## src/rtl/control_fsm.sv

```systemverilog
// Fetch/decode/execute sequencer for the processor core. It handles the memory ready
// handshake with a timeout, run/stop on start, a halt state and a sticky error state.
module control_fsm #(
    parameter int IR_WIDTH     = 16,
    parameter int OPCODE_WIDTH = 6,
    parameter int STATE_WIDTH  = 6,
    parameter int TIMEOUT      = 15
) (
    input  logic                   clock,
    input  logic                   reset,
    input  logic                   start,
    input  logic [IR_WIDTH-1:0]    IR,
    input  logic                   mem_ready,
    input  logic                   zero_flag,
    output logic [STATE_WIDTH-1:0] state,
    output logic                   mem_req,
    output logic                   mem_we,
    output logic                   ir_load,
    output logic                   pc_inc,
    output logic                   pc_load,
    output logic                   alu_en,
    output logic                   alu_op,
    output logic                   busy,
    output logic                   halted,
    output logic                   error
);

    typedef enum logic [3:0] {
        S_IDLE       = 4'd0,
        S_FETCH      = 4'd1,
        S_FETCH_WAIT = 4'd2,
        S_DECODE     = 4'd3,
        S_EXEC_ALU   = 4'd4,
        S_MEM_ADDR   = 4'd5,
        S_MEM_WAIT   = 4'd6,
        S_WRITEBACK  = 4'd7,
        S_JUMP       = 4'd8,
        S_HALT       = 4'd9,
        S_ERROR      = 4'd10
    } state_t;

    localparam logic [7:0] TMO_LAST = 8'(TIMEOUT - 1);

    state_t                  state_q, state_d;
    logic [7:0]              cnt_q, cnt_d;
    logic [OPCODE_WIDTH-1:0] op_q, op_d;
    logic [OPCODE_WIDTH-1:0] opcode;
    logic [31:0]             opc_ext, op_ext;
    state_t                  boundary;
    logic                    unused_ir;

    assign opcode    = IR[IR_WIDTH-1 -: OPCODE_WIDTH];
    assign opc_ext   = 32'(opcode);
    assign op_ext    = 32'(op_q);
    assign boundary  = start ? S_FETCH : S_IDLE;
    assign unused_ir = ^IR;
    assign state     = STATE_WIDTH'(state_q);

    always_ff @(posedge clock or posedge reset) begin
        if (reset) begin
            state_q <= S_IDLE;
            cnt_q   <= 8'd0;
            op_q    <= '0;
        end else begin
            state_q <= state_d;
            cnt_q   <= cnt_d;
            op_q    <= op_d;
        end
    end

    always_comb begin
        state_d = state_q;
        cnt_d   = cnt_q;
        op_d    = op_q;
        mem_req = 1'b0;
        mem_we  = 1'b0;
        ir_load = 1'b0;
        pc_inc  = 1'b0;
        pc_load = 1'b0;
        alu_en  = 1'b0;
        alu_op  = 1'b0;
        busy    = 1'b1;
        halted  = 1'b0;
        error   = 1'b0;
        case (state_q)
            S_IDLE: begin
                busy = 1'b0;
                if (start) state_d = S_FETCH;
            end
            S_FETCH: begin
                mem_req = 1'b1;
                cnt_d   = 8'd0;
                state_d = S_FETCH_WAIT;
            end
            S_FETCH_WAIT: begin
                mem_req = 1'b1;
                // A ready on the last allowed cycle still completes the fetch
                if (mem_ready) begin
                    ir_load = 1'b1;
                    pc_inc  = 1'b1;
                    state_d = S_DECODE;
                end else if (cnt_q == TMO_LAST) begin
                    state_d = S_ERROR;
                end else begin
                    cnt_d = cnt_q + 8'd1;
                end
            end
            S_DECODE: begin
                op_d = opcode;
                case (opc_ext)
                    32'd0:         state_d = boundary;
                    32'd1, 32'd2:  state_d = S_MEM_ADDR;
                    32'd3, 32'd4:  state_d = S_EXEC_ALU;
                    32'd5:         state_d = S_JUMP;
                    32'd6:         state_d = zero_flag ? S_JUMP : boundary;
                    32'd7:         state_d = S_HALT;
                    default:       state_d = S_ERROR;
                endcase
            end
            S_EXEC_ALU: begin
                alu_en  = 1'b1;
                alu_op  = (op_ext == 32'd4);
                state_d = S_WRITEBACK;
            end
            S_MEM_ADDR: begin
                mem_req = 1'b1;
                mem_we  = (op_ext == 32'd2);
                cnt_d   = 8'd0;
                state_d = S_MEM_WAIT;
            end
            S_MEM_WAIT: begin
                mem_req = 1'b1;
                mem_we  = (op_ext == 32'd2);
                if (mem_ready) begin
                    state_d = (op_ext == 32'd2) ? boundary : S_WRITEBACK;
                end else if (cnt_q == TMO_LAST) begin
                    state_d = S_ERROR;
                end else begin
                    cnt_d = cnt_q + 8'd1;
                end
            end
            S_WRITEBACK: state_d = boundary;
            S_JUMP: begin
                pc_load = 1'b1;
                state_d = boundary;
            end
            S_HALT: begin
                busy   = 1'b0;
                halted = 1'b1;
                if (!start) state_d = S_IDLE;
            end
            S_ERROR: begin
                busy  = 1'b0;
                error = 1'b1;
            end
            default: state_d = S_IDLE;
        endcase
    end

endmodule

```

## config.mk

```make
export PLATFORM = sky130hd
export DESIGN_NAME = control_fsm
export DESIGN_NICKNAME = d
export VERILOG_FILES = /design/src/rtl/control_fsm.sv
export SDC_FILE = /design/constraint.sdc
export NUM_CORES = 1
export LEC_CHECK = 0
export BUFFER_PORTS_ARGS = -buffer_cell sky130_fd_sc_hd__buf_4
export CELL_PAD_IN_SITES_DETAIL_PLACEMENT = 1
export CELL_PAD_IN_SITES_GLOBAL_PLACEMENT = 2
export CORE_MARGIN = 3
export CORE_UTILIZATION = 33
export DETAILED_ROUTE_END_ITERATION = 8
export MAX_ROUTING_LAYER = met4
export PLACE_DENSITY_LB_ADDON = 0.2
export SLEW_MARGIN = 20
export SYNTH_ARGS = -nofsm -noshare
export SYNTH_HDL_FRONTEND = slang
export SYNTH_SLANG_ARGS = --single-unit
```

## constraint.sdc

```tcl
create_clock -name clock -period 4 [get_ports clock]
set_clock_uncertainty 0.05 [all_clocks]
set_input_delay 0.4 -clock clock [delete_from_list [all_inputs] [get_ports clock]]
set_output_delay 0.4 -clock clock [all_outputs]
set_load 0.1 [all_outputs]
```

==> impl_results.md, run 1 <==
* Status: finished clean
* Drt pass-1 iters at 4
* Startpoint of the worst register-to-register path: cnt_q[0]
* Critical path endpoint: mem_we
* Setup bufs post-CTS at 0
* Setup tns final at 0 ns
* Crit Path Class: reg2out
* Final #Nets at 184
* Via count of the routed design at between 1000 and 1500
* Clock Root Buffer: clkbuf_8
* Hold/Removal Path Class: in2async
* Pwr dens at 828 mW/mm^2
* Logic pwr share at 0.601
* Critical-path cell list: xor2_1 -> nor2b_2 -> nand2_1 -> nor2_2 -> buf_4
* First-pass GRT wire length at between 5 and 6 mm
* Worst path required time at approximately 3.6 ns
* P_int at ~570 uW
* Initial antenna violation count at 0
* Die ar. at ~0.0048 sq mm
* Setup violators final at 0
* CTS hold repair buffers at 0
* Initial core utilization at 0.352
* R2R depth at 6
* Max FO, Critical Path at 22
* Max clock buf depth at 2
* Clock latency on the worst-skew pair at around 0.26 ns
* Count of different cell masters after synthesis at between 50 and 60
* Clk sinks at 18
* Async set-or-reset flop fraction in the synthesized netlist at 1.00
* Switching fraction of total power at 0.557
* Clock tree from TritonCTS: built
* PostCTS Resize Cnt at 0
* Share of layout cells above drive strength 1 at 0.294
* Syn_area_per_cell at 9.41 sq um
* Area growth, synth to finish at 18.3%
* # diodes at 0
* Drt first-iter violations at 48
* Core area at ~0.0038 sq mm
* Worst path top cell family by delay: flip-flops
* CTS Buf Count at 3
* Via density at between 5 and 6
* Chip Height at approximately 69 um
* Register area share after synthesis at 0.340
* Post-route ant nets at 0
* Gr usage total at 0.144
* FF+latch count, synth at 18
* Crit end category: primary output
* Cells after Synth at approximately 140
* Fmax at 0.404 GHz
* Leak Pwr at about 0.67 nW
* Routed len/inst at approximately 16 um
* Maximum vdd drop at between 0.0002 and 0.0003 V
* Crit path launch type: register
* Die X at about 69 um
* Clk pwr share at 0.118
* Worst Tran Pin Value at 0.733 ns
* Number of synthesized flops with an enable pin at 0
* Unrepaired setup endpoints after global routing: no
* Switching power total at approximately 720 uW
* Worst reg2reg path endpoint: cnt_q[1]
* Synth Cell Area at roughly 0.0013 sq mm
* Count of warnings emitted by yosys at 0
* Vias in the first global route at 1137
* Synth Flop Type: dfrtp_1
* Sequential share of power at 0.281
* Hold WS at between 0.2 and 0.25 ns
* Largest net degree at the start of global routing at 23
* IO Pins at 37
* Tot Pwr at around 1.3 mW
* Max-Slew Margin vs Limit at 0.511
* Final slew viol count at 0
* Core Util, Final at 0.416
* CP Buf/Inv Count at 1
* DRC at 0
* WP depth at 5
* Final min period at approximately 2.5 ns
* Arr. time, crit path at 2.02 ns
* Quantity of I/O buffers inserted on ports at 24
* Worst setup margin at approximately 1.5 ns
* Setup WS pre-CTS at 1.83 ns
* Final period util at 0.619
* CP Launch Point: state_q[1]
* Critical path's largest stage delay at ~0.78 ns
* Clock Pin Slew Worst Setup and Hold Paths at ~0.070 ns
* Row count at 22
* R2r setup slk at 1.99 ns
* Htree depth at 1
* Number of max-cap violations at 0
* Post-Route WL at 3.34 mm
* Routability cong. at between 0.8 and 0.9
* GRT overflow at 0
* Slowest-stage cell, CP: dfrtp_1
* Final Hold Vio Count at 0
* HPWL Detailed at between 2 and 3 mm
[logic make-up (layout without fill, tap and decap cells)]
logic type | Yosys count | in the layout | synth area share
AND/OR/NAND/NOR | 62 | 62 | 0.296
AO/OA/AOI/OAI | 30 | 30 | 0.177
multiplexers | 10 | 10 | 0.0849
XOR/XNOR | 3 | 3 | 0.0198
adder cells (fa/ha/maj) | 2 | 2 | 0.0189
flip-flops | 18 | 18 | 0.340
other | 1 | 2 | 0.00283
buffers and inverters | 15 | 33 | 0.0604
[layout by cell type (no fill, tap or decap), types with 2 or more instances in the layout]
cell type	count
buf_4	24
dfrtp_1	18
nor2_1	10
nand2_1	8
a21oi_1	6
mux2_2	6
nand2b_1	5
inv_1	5
o21ai_0	5
nor3_1	5
clkbuf_8	4
nand3b_1	3
mux2i_1	3
nor2b_1	3
and2_1	3
nand3_1	3
or3_1	3
o211ai_1	2
xor2_1	2
o31ai_1	2
and3_1	2
and4b_1	2
ha_1	2
conb_1	2
[power by group through the flow]
stage | Sequential [mW] | Clock [mW] | Combinational (mW)
2_1_floorplan | 0.395 | 0 | 0.606
4_1_cts | 0.364 | 0.158 | 0.788
3_5_place_dp | 0.367 | 0 | 0.786
6_report | 0.365 | 0.154 | 0.780
5_1_grt | 0.381 | 0.166 | 0.825
3_3_place_gp | 0.361 | 0 | 0.771
[registers in the layout, indices dropped and copies added (netlist names)]
signal   cells
cnt_q        8
op_q         6
state_q      4
[cells in the mapped netlist, types with 2 or more instances]
cell type / instances / share of area
and3_1: 2 / 0.0094
nor3_1: 5 / 0.019
o211ai_1: 2 / 0.011
mux2_2: 6 / 0.051
o31ai_1: 2 / 0.011
nand3_1: 3 / 0.011
nor2_1: 11 / 0.031
and2_1: 3 / 0.014
clkbuf_1: 2 / 0.0057
nand2_1: 8 / 0.023
ha_1: 2 / 0.019
o21ai_0: 5 / 0.019
or3_1: 3 / 0.014
a21oi_1: 6 / 0.023
inv_1: 5 / 0.014
nand3b_1: 3 / 0.017
xor2_1: 2 / 0.013
mux2i_1: 3 / 0.023
nand2b_1: 5 / 0.024
buf_4: 3 / 0.017
nor2b_1: 4 / 0.019
and4b_1: 2 / 0.015
dfrtp_1: 18 / 0.34
buf_2: 4 / 0.015
[worst register-to-register path: cells and delay by family (launching register included)]
family / cells / cell delay (ns)
AOI/OAI and AO/OA: 2 / 0.38
adders and majority gates: 1 / 0.16
buffers and inverters: 1 / 0.10
DFF: 1 / 0.40
muxes: 1 / 0.33
and+or+nand+nor: 1 / 0.48
[per-stage QoR]
step / instance area [sq um] / instances
2_1_floorplan: 1340 / 142
4_1_cts: 1570 / 208
6_report: 1570 / 208
5_1_grt: 1570 / 208
3_5_place_dp: 1510 / 204
3_3_place_gp: 1510 / 204
[metal layers]
metal	up-vias	GRT usage	share of wire
met5	-	-	0
met4	0	0.0456	0.013
met3	5	0.0290	0.045
met2	25	0.222	0.47
met1	566	0.191	0.48
li1	551	-	-
[how the worst min path moves through the flow]
stage                          end     start
after floorplan           cnt_q[0]     reset
after global placement     op_q[4]   op_q[4]
after detailed placement  cnt_q[4]  cnt_q[4]
after CTS                  op_q[4]     reset
after global routing       op_q[4]     reset
final                      op_q[4]     reset
[final cells by class]
| cell class | instances | area [sq um] |
|---|---|---|
| Sequential cell | 18 | 450 |
| Clock buffer | 4 | 55.1 |
| Fill cell | 440 | 2200 |
| Inverter | 5 | 18.8 |
| Multi-Input combinational cell | 109 | 805 |
| Tap cell | 48 | 60.1 |
| Timing Repair Buffer | 24 | 180 |
Power figures use the tool's default switching activity.
==> inputs of run 2 (changes only) <==
Settings changed: CORE_UTILIZATION 33 to 28.
Clock period 4 ns to 2.26 ns, I/O delays scaled along.
==> run 2 against run 1 <==
  * Setup slack got worse by 1.3 ns
  * Cell count grew 3.4%
  * Die area is 16% higher
  * Critical endpoint is now alu_op
==> impl_results.md, run 2 (synthesized netlist as in run 1, its figures left out) <==
* Setup tns final at 0 ns
* Largest regs: cnt_q: 8 flops, op_q: 6 flops, state_q: 4 flops
* Most frequent cells in the layout: 27 x buf_4, 14 x dfrtp_1, 9 x nor2_1, 7 x nand2_1
* Area after DPL at around 0.0016 sq mm
* Max FO, Critical Path at 22
* Arr. time, crit path at about 1.8 ns
* Setup bufs post-CTS at 0
* Core Util, Final at 0.371
* Unrepaired setup endpoints after global routing: no
* Global-route met3 utilization at 0.0174
* Status: finished clean
* Via density at between 5 and 6
* Share of layout cells above drive strength 1 at 0.368
* Core area at between 0.004 and 0.005 sq mm
* Tot Pwr at between 2 and 2.5 mW
* Drt first-iter violations at between 40 and 50
* # diodes at 0
* Clk sinks at 18
* Crit Path Class: reg2out
* Clock latency on the worst-skew pair at approximately 0.25 ns
* Max clock buf depth at 2
* Largest net degree at the start of global routing at 23
* Setup violators final at 0
* PostCTS Resize Cnt at 0
* Clock tree from TritonCTS: built
* Multi-input gate area at ~860 sq um
* Pwr dens at around 1400 mW/mm^2
* Final #Nets at between 150 and 200
* Final Hold Vio Count at 0
* Non-Filler Cell Area, Final at between 0.0015 and 0.002 sq mm
* Drt pass-1 iters at 4
* Met1 Use GR at 0.190
* Clock Root Buffer: clkbuf_8
* Vias in the first global route at between 1000 and 1500
* Htree depth at 1
* FF+latch area at 463 sq um
* Post-route ant nets at 0
* CTS hold repair buffers at 0
* Die X at approximately 75 um
* Initial antenna violation count at 0
* Final slew viol count at 0
* IO Pins at 37
* Row count at 24
* Maximum vdd drop at approximately 0.00070 V
* Crit path launch type: register
* Worst Tran Pin Value at approximately 0.72 ns
* Routed len/inst at approximately 17 um
* DRC at 0
* Most common cell after layout, fill and taps aside: buf_4
* Worst path required time at 1.98 ns
* Met2 usage at 0.214
* Final min period at approximately 2 ns
* Final period util at 0.912
* Number of max-cap violations at 0
* Chip Height at about 75 um
* Max FFs per register at 8
* Via count of the routed design at between 1000 and 1500
* Fmax at 0.485 GHz
* Post-Route WL at 3.56 mm
* Crit end category: primary output
* Clock Pin Slew Worst Setup and Hold Paths at 0.08 ns
* CTS Buf Count at 3
* First-pass GRT wire length at between 5 and 6 mm
* Hold/Removal Path Class: in2async
* Area growth, synth to finish at 25.2%
* HPWL Detailed at around 2.7 mm
* Quantity of I/O buffers inserted on ports at 24
* Routability cong. at around 0.8
* Filler cells at around 520
* Busiest grt layer: met2
* Leak Pwr at 0.679 nW
* GRT overflow at 0
* Die ar. at roughly 0.0056 sq mm
* Gr usage total at 0.138
* Initial core utilization at 0.296
* Largest register by flop count: cnt_q
* Max-Slew Margin vs Limit at 0.518
-- run 2: cell types whose count changed in the layout (fill, tap and decap cells not counted), sizes merged --
| cell | previous run | this run |
|---|---|---|
| buf | 24 | 27 |
-- run 2: path summary, 6_finish.rpt --
kind,startpoint,endpoint,slack (ns),cells after the start
setup / recovery,state_q[1],alu_op,0.20,4
hold / removal,reset,op_q[5],0.04,2
setup reg to reg,cnt_q[0],cnt_q[1],0.31,6
hold reg to reg,cnt_q[4],cnt_q[4],0.46,1
max in group asynchronous,reset,state_q[1],1.59,2
min in group clock,IR[15],op_q[5],0.17,2
-- run 2: critical path: stages (launching register included) --
cell     delay, ns
dfrtp_4       0.58
nor2_1        0.22
and3_4        0.22
and4b_4       0.23
buf_4         0.28
-- run 2: report_power, final --
group | internal (mW) | switching [mW] | leakage [nW] | total, mW
clock network | 0.155 | 0.117 | 0.0288 | 0.271
registers | 0.445 | 0.215 | 0.226 | 0.661
logic | 0.480 | 0.992 | 0.425 | 1.47
total | 1.08 | 1.32 | 0.679 | 2.40
-- run 2: per-layer routing --
| metal | share of wire | vias up |
|---|---|---|
| met3 | 0.031 | 2 |
| met1 | 0.49 | 579 |
| met2 | 0.47 | 18 |
| met5 | 0 | - |
| li1 | - | 556 |
| met4 | 0.0053 | 0 |
-- run 2: per-stage QoR --
| stage | instances | setup WS (ns) | hold WS [ns] |
|---|---|---|---|
| after detailed placement | 211 | 0.305 | 0.347 |
| final | 215 | 0.198 | 0.0370 |
| after floorplan | 142 | -0.255 | 0.115 |
| after global routing | 215 | 0.0950 | 0.0971 |
| after global placement | 211 | 0.361 | 0.350 |
| after CTS | 215 | 0.169 | 0.0679 |
-- run 2: cell type report --
type / instances / share of cell area
clock buffer: 4 / 0.0332
inverter: 5 / 0.0113
multi-input combinational: 109 / 0.515
sequential: 18 / 0.279
tap: 52 / 0.0392
timing repair buffer: 27 / 0.122
==> inputs of run 3 (changes only) <==
Settings changed: ABC_AREA set to 1, CORE_UTILIZATION 28 to 25, GPL_ROUTABILITY_DRIVEN set to 0, TNS_END_PERCENT set to 5.
==> run 3 against run 2 <==
  * Clock power increased by 3%
  * Hold slack got worse by 0.0053 ns
  * Combinational power barely moved
  * First-iteration DRC count decreased by 23%
  * Non-clock buffer count fell by 3
  * Synthesized area up 2.1%
  * Largest power group unchanged
==> impl_results.md, run 3 <==
* Critical path's largest stage delay at between 0.5 and 0.6 ns
* Unrepaired setup endpoints after global routing: no
* CTS hold repair buffers at 0
* Post-Route WL at 3.55 mm
* Number of max-cap violations at 0
* GRT overflow at 0
* HPWL Detailed at 2.87 mm
* Status: finished clean
* Share of layout cells above drive strength 1 at 0.271
* Max FFs per register at 8
* Sequential share of power at 0.245
* Tot Pwr at ~2.3 mW
* Crit path launch type: register
* Largest net degree at the start of global routing at 19
* WP depth at 6
* Pwr dens at 1330 mW/mm^2
* Die ar. at 0.00633 sq mm
* Crit end category: primary output
* Synth Area in XOR/XNOR at 0.0194
* Setup WS pre-CTS at roughly 0.44 ns
* Post-route ant nets at 0
* Initial antenna violation count at 0
* Worst setup margin at 0.149 ns
* Compound-cell area share of the yosys netlist at 0.118
* Crit Path Class: reg2out
* Setup violators final at 0
* Final Hold Vio Count at 0
* Count of warnings emitted by yosys at 0
* Area after DPL at roughly 0.0016 sq mm
* Clock Pin Slew Worst Setup and Hold Paths at ~0.080 ns
* Die X at just under 80 um
* Hold/Removal Path Class: in2async
* Via density at approximately 4.4
* Final period util at 0.934
* Largest family of logic cells by synthesized area: simple AND/OR/NAND/NOR gates
* Most frequent cells in the layout: 53 x nand2_1, 27 x inv_1, 24 x buf_4, 22 x nor2_1
* Max FO, Critical Path at 6
* Drt first-iter violations at 37
* Via count of the routed design at 1280
* Worst path top cell family by delay: simple AND/OR/NAND/NOR gates
* R2R depth at 6
* Switching power total at approximately 1.4 mW
* Clock Root Buffer: clkbuf_8
* CTS Buf Count at 3
* Most frequent cell after synthesis: nand2_1
* Setup bufs post-CTS at 0
* Synth Flop Type: dfrtp_1
* Slowest-stage cell, CP: dfrtp_4
* Final #Nets at about 250
* Clk sinks at 18
* Number of synthesized flops with an enable pin at 0
* IO Pins at 37
* Maximum vdd drop at 0.000539 V
* First-pass GRT wire length at 6.27 mm
* Row count at 26
* Largest regs: cnt_q: 8 flops, op_q: 6 flops, state_q: 4 flops
* Area growth, synth to finish at 25.7%
* P_int at roughly 920 uW
* Synth Cell Area at roughly 0.0014 sq mm
* Hold WS at 0.0317 ns
* Adder-Cell Fraction of Synth Area at 0.0185
* Register area share after synthesis at 0.333
* Vias in the first global route at 1310
* # diodes at 0
* Final min period at between 2 and 2.5 ns
* Critical-path cell list: nand2_1 -> inv_2 -> nor3_4 -> nand2_1 -> nor2_4 -> buf_4
* Switching fraction of total power at 0.596
* Simple-gate share of the synthesized area at 0.392
* Drt pass-1 iters at 4
* Count of different cell masters after synthesis at 27
* Core area at between 0.005 and 0.006 sq mm
* Synth top cells by count: 54 x nand2_1, 27 x inv_1, 24 x nor2_1
* Max-Slew Margin vs Limit at 0.519
* Worst Tran Pin Value at between 0.7 and 0.8 ns
* Arr. time, crit path at ~1.8 ns
* Chip Height at a little under 80 um
* Routed len/inst at between 10 and 15 um
* Final slew viol count at 0
* Cells after Synth at 197
* Mux cell area share after synthesis at 0
* Clock latency on the worst-skew pair at around 0.26 ns
* Clk pwr share at 0.123
* Async set-or-reset flop fraction in the synthesized netlist at 1.00
* Most common cell after layout, fill and taps aside: nand2_1
* PostCTS Resize Cnt at 0
* Quantity of I/O buffers inserted on ports at 24
* Synth top area cells: dfrtp_1 33%, nand2_1 15%, inv_1 7.5%
* Logic pwr share at 0.632
* Htree depth at 1
* CP Buf/Inv Count at 2
* Non-Filler Cell Area, Final at approximately 0.0017 sq mm
* Gr usage total at 0.129
* Fmax at 0.474 GHz
* Max clock buf depth at 2
* Syn_area_per_cell at 6.87 sq um
* Worst path required time at about 2.0 ns
* Leak Pwr at 0.823 nW
* Clock tree from TritonCTS: built
* Initial core utilization at 0.262
* Synth area leader: dfrtp_1
* Largest register by flop count: cnt_q
* Yosys top cell area share at 0.333
* FF+latch count, synth at 18
* CP most frequent cell: nand2_1
* DRC at 0
-- run 3: cell count changes after synthesis, moves of 6 or more --
cell,previous run,this run
nand2_1,8,54
inv_1,5,27
nor2_1,11,24
nand3_1,3,14
o21ai_0,5,14
o21ai_2,0,8
a21oi_1,6,0
mux2_2,6,0
-- run 3: per-stage QoR --
step            util  setup TNS [ns]  cells
2_1_floorplan      -           -2.06    198
3_3_place_gp   0.318               0    287
3_5_place_dp   0.318               0    287
4_1_cts        0.329               0    291
5_1_grt        0.329               0    291
6_report       0.329               0    291
-- run 3: final timing paths --
path	startpoint	endpoint	slack [ns]
hold / removal	reset	op_q[5]	0.03
max in group asynchronous	reset	state_q[0]	1.60
setup / recovery	state_q[1]	mem_we	0.15
hold reg to reg	cnt_q[4]	cnt_q[4]	0.46
min in group clock	IR[11]	op_q[1]	0.16
setup reg to reg	state_q[0]	cnt_q[6]	0.60
-- run 3: area by class of cell --
type                    instances  area (sq um)
repair buffers                 24           180
flip-flops and latches         18           463
inverters                      30           113
clock buffers                   4          55.1
fillers                       653          3470
multi-input cells             145           803
well taps                      70          87.6
-- run 3: cells by family (layout without fill, tap and decap cells) --
kind of cell,count (synthesis),in the layout
AND/OR/NAND/NOR,113,113
other,1,2
XOR/XNOR,3,3
buffers and inverters,35,58
AO/OA/AOI/OAI,25,25
flip-flops,18,18
adder cells (fa/ha/maj),2,2
-- run 3: power by group through the flow --
stage	logic, mW	clock network [mW]	registers [mW]
after global placement	1.45	0	0.564
after detailed placement	1.45	0	0.565
after global routing	1.56	0.304	0.572
final	1.44	0.279	0.557
after CTS	1.46	0.289	0.558
after floorplan	1.06	0	0.721
-- run 3: layer usage --
| metal | track usage | wire, um |
|---|---|---|
| met3 | 0.0248 | 129 |
| met2 | 0.214 | 1800 |
| met4 | 0.0395 | 42 |
| met5 | - | 0 |
| met1 | 0.158 | 1580 |
